File: config.mk
export PLATFORM = sky130hd
export DESIGN_NAME = hex_to_seg7
export DESIGN_NICKNAME = d
export VERILOG_FILES = /design/src/rtl/bit4count_pkg.sv /design/src/rtl/bit4count_checker_hex_to_seg7.sv
export SDC_FILE = /design/constraint.sdc
export NUM_CORES = 1
export LEC_CHECK = 0
export ABC_AREA = 0
export CORE_AREA = 2 2 39 41
export DETAILED_ROUTE_END_ITERATION = 10
export DIE_AREA = 0 0 41 43
export PLACE_DENSITY = 0.44
export SLEW_MARGIN = 20
export SYNTH_ARGS = -nofsm -noshare
export SYNTH_HDL_FRONTEND = slang
export SYNTH_SLANG_ARGS = --single-unit
File: constraint.sdc
create_clock -name vclk -period 2.9
set_clock_uncertainty 0.2 [all_clocks]
set_input_delay 0.58 -clock vclk [all_inputs]
set_output_delay 0.58 -clock vclk [all_outputs]
set_load 0.01 [all_outputs]
File: src/rtl/bit4count_pkg.sv
`default_nettype none
// ============================================================================
//  Module   : bit4count_pkg
//  Purpose  : Shared types and constants for the 4-bit counter sequence
//             checker (state encoding, hex 7-segment table).
//  Revision : 1.0  initial release
// ============================================================================
package bit4count_pkg;

  // Checker state: waiting for first sample, tracking, or recovering lock
  typedef enum logic [1:0] {
    ACQ    = 2'd0,
    TRACK  = 2'd1,
    RESYNC = 2'd2
  } chk_state_t;

  // Active-high segments {g,f,e,d,c,b,a} for hex digits 0..F
  localparam logic [6:0] SEG_LUT [16] = '{
    7'h3F, 7'h06, 7'h5B, 7'h4F, 7'h66, 7'h6D, 7'h7D, 7'h07,
    7'h7F, 7'h6F, 7'h77, 7'h7C, 7'h39, 7'h5E, 7'h79, 7'h71
  };

endpackage
`default_nettype wire

File: src/rtl/bit4count_checker_hex_to_seg7.sv
`default_nettype none
// ============================================================================
//  Module   : hex_to_seg7
//  Purpose  : Combinational hex digit to 7-segment pattern lookup.
//  Revision : 1.0  initial release
// ============================================================================
module hex_to_seg7
  import bit4count_pkg::*;
(
  input  logic [3:0] i_val,
  output logic [6:0] o_seg
);

  // Plain table lookup; the parent registers the result
  assign o_seg = SEG_LUT[i_val];

endmodule
`default_nettype wire

; ---- Word level (Yosys, flattened, before mapping)
; Memories as Yosys holds them, arrays and structs flattened.
; Cells that the tools add are included.
[totals]
word_cells = 5
ff_bits = 0
mem_bits_ro = 112
memories = 1
input_bits = 4
[op_classes]
order_cmp = 1
n_bitwise = 1
mux = 2
[mem_list]
columns = memory, words, word_bits, rd, rd_clocked_by_memory_dff, write_ports, line
row1 = (no name shown), 16, 7, 1, 0, 0, bit4count_checker_hex_to_seg7.sv:15  ; assign o_seg = SEG_LUT[i_val];
[ops]
columns = cell, n
row1 = 7-bit two-way mux, 2
row2 = 5-bit greater-or-equal comparator (second input constant), 1
row3 = 4-bit NOT with 5-bit output, 1

; ---- Logic depth before layout (Yosys ltp)
[depth]
word_depth = 4
mapped_depth = 4

; ---- Least setup slack after synthesis
; OpenSTA, ideal clock, no wires.
[synth_timing]
path_kind = input-to-output
from = input i_val[0]
to = output o_seg[3]
arrival_time_ns = 1.472
required_ns = 2.120
cell_stages = 3
slack_ns = 0.648
cell_sequence = inv_1 -> ha_1 -> mux4_1
[synth_between]
elab_chain_cells = 4
[synth_lines]
columns = item, line
row1 = from (decl), bit4count_checker_hex_to_seg7.sv:10  ; input logic [3:0] i_val,
row2 = 4-bit NOT with 5-bit output (implied by the code), bit4count_checker_hex_to_seg7.sv:15
row3 = memory read 16 x 7 bit, n/a
row4 = 7-bit two-way mux (implied by the code) (2 in series), bit4count_checker_hex_to_seg7.sv:15
row5 = to (decl), bit4count_checker_hex_to_seg7.sv:11  ; output logic [6:0] o_seg
; Every way passes these cells. The select of a mux whose other input is x is not followed.

; ---- Worst setup path after layout
; Same ends and word-level chain as after synthesis.

==> results.py <==
metrics = {
    "layout": {
        "utilization": 0.3590,
        "instances_no_fill": 72,
        "drive_gt1_frac": 0.3571,
        "final_nets": 69,
        "nClkBuffers": 0,
        "area_delta_synth_final_pct": 72.61,
        "final_area_um2": 496.7,
        "diodes": 0,
        "seqCellArea_um2": 0,
        "design.seq.count": 0,
    },
    "timing": {
        "setup_viol_count_final": 0,
        "layout_setup_ws_ns": 0.1219,
        "rsz0062_at_grt": "false",
        "fin_tns_setup_ns": 0,
        "slew_viol_final": 0,
        "whs_ns": 1.755,
        "fin_crit_sh": 0.9580,
        "tightestPinTransition_ns": 0.2310,
        "hold_viol": 0,
        "timing.fmax_mhz": 360.0,
        "relSlewSlack": 0.8460,
        "final.min_clock_period_ns": 2.778,
    },
    "logic_synthesis": {
        "synth_top_area_frac": 0.3043,
        "netlist_area_um2": 287.8,
        "seq_area_frac_synth": 0,
        "ys_types": 17,
        "synth_common_cells": "ha_1, inv_1, a21oi_1, mux2_2",
        "syn_inst": 33,
        "yosys_warnings": 0,
        "synth.area.top_cells": "ha_1, mux2_2, mux4_1, mux2i_1, inv_1",
        "synth_top_area_cell": "ha_1",
        "syn_nets": 44,
        "syn_area_per_cell_um2": 8.720,
        "synth.most_common_cell": "ha_1",
    },
    "min_path": {
        "min_from": "i_val[1]",
        "hold_class": "in2out",
        "holdPathStages": 5,
        "whs_endpoint": "o_seg[6]",
    },
    "floorplan": {
        "num_io_pins": 11,
        "start_util": 0.2080,
        "coreArea_mm2": 0.001384,
        "die_w_um": 41,
        "placementRows": 14,
        "fp.dieH_um": 43,
        "dieArea_mm2": 0.001763,
    },
    "setup_path": {
        "arrival_ns": 2.00,
        "crit_type": "in2out",
        "cp-end-kind": "output port",
        "critPathMaxStageDelay_ns": 0.48,
        "path_cells": "dlygate4sd2_1 > inv_1 > buf_4 > ha_1 > inv_1 > mux4_1 > dlygate4sd2_1",
        "crit_fanout": 3,
        "cp_slowest_cell": "mux4_1",
        "start_kind": "primary input",
        "cp.required_ns": 2.12,
    },
    "detailed_routing": {
        "via_count": 302,
        "ant_nets": 0,
        "wirelength_um": 630,
        "wl_met2_um": 325,
        "drt-met1-wl_um": 270,
        "post_drt_via_cell_ratio": 4.194,
        "dr.max_layer_used": "met3",
        "wl_per_cell_um": 8.750,
        "dr_wl_met3_um": 34,
        "drt_iter0_markers": 0,
        "route.detailed.drc": 0,
        "dr.pass1.iters": 1,
    },
    "place": {
        "preCtsSetupSlack_ns": -0.3298,
        "numPortBuffers": 11,
        "gp_congestion": 0.6953,
        "place_hpwl_um": 561.3,
        "dp_cells": 72,
        "place_area_um2": 506.7,
    },
    "grt": {
        "grt_pass1_vias": 284,
        "antenna_found_initial": 0,
        "grt_max_degree": 13,
        "overflow": 0,
        "grt_pass1_wl_um": 1152,
        "grt_usage": 0.08408,
    },
    "pwr": {
        "peakVddDrop_mv": 0.03415,
        "power.total_mw": 0.06518,
        "leakage_nw": 0.2437,
        "power.density_mw_per_mm2": 131.2,
    },
    "cts": {
        "cts_setup_buffers": 0,
        "cts_hold_buf": 0,
    },
    "flow_run": {
        "maxCapViolations": 0,
    },
    "status": {
        "status": "finished clean",
    },
}
layout make-up:
cell class | count | area [µm²]
repair buffers | 25 | 202.7
inverters | 5 | 18.77
well taps | 16 | 20.02
fillers | 152 | 887.1
multi-input cells | 26 | 255.2
cell families after synthesis:
group | synth area share
AOI/OAI and AO/OA | 0.1522
adders and majority gates | 0.3043
buffers and inverters | 0.1217
muxes | 0.2783
and+or+nand+nor | 0.1435
critical path: cells and delay by family:
kind | cells | cell delay, ns
buffers and inverters | 5 | 0.80
muxes | 1 | 0.48
adders and majority gates | 1 | 0.13
timing repair:
item                                   CTS  global route
resized for setup                       12             0
endpoints found under the hold margin    0             0
setup endpoints to repair                7             0
power breakdown:
group          internal, mW  switching, mW
logic                0.0382         0.0270
registers                 0              0
clock network             0              0
placed cells by master (no fill, tap or decap), drive strengths merged:
cell type      count
mux4               1
ha                 7
nand3b             1
dlygate4sd2       10
nand2b             1
nor2b              1
o32a               1
buf               14
clkdlybuf4s50      1
nand2              1
mux2i              2
a21oi              3
a31o               1
or2b               1
mux2               3
nor3               2
inv                5
o31a               1
worst max-delay path by stage:
stage / start / endpoint / cells after the start
final: i_val[0] / o_seg[3] / 7
after floorplan: i_val[0] / o_seg[3] / 3
after global routing: i_val[0] / o_seg[3] / 7
after CTS: i_val[0] / o_seg[3] / 7
after detailed placement: i_val[0] / o_seg[3] / 6
after global placement: i_val[0] / o_seg[3] / 6
metal layers:
metal,vias to the layer above,GRT usage
met5,-,0
met2,5,0.1406
met3,0,0.005236
met1,134,0.1210
met4,0,0
li1,163,-
Note: power is estimated with default switching activity, not from simulation.
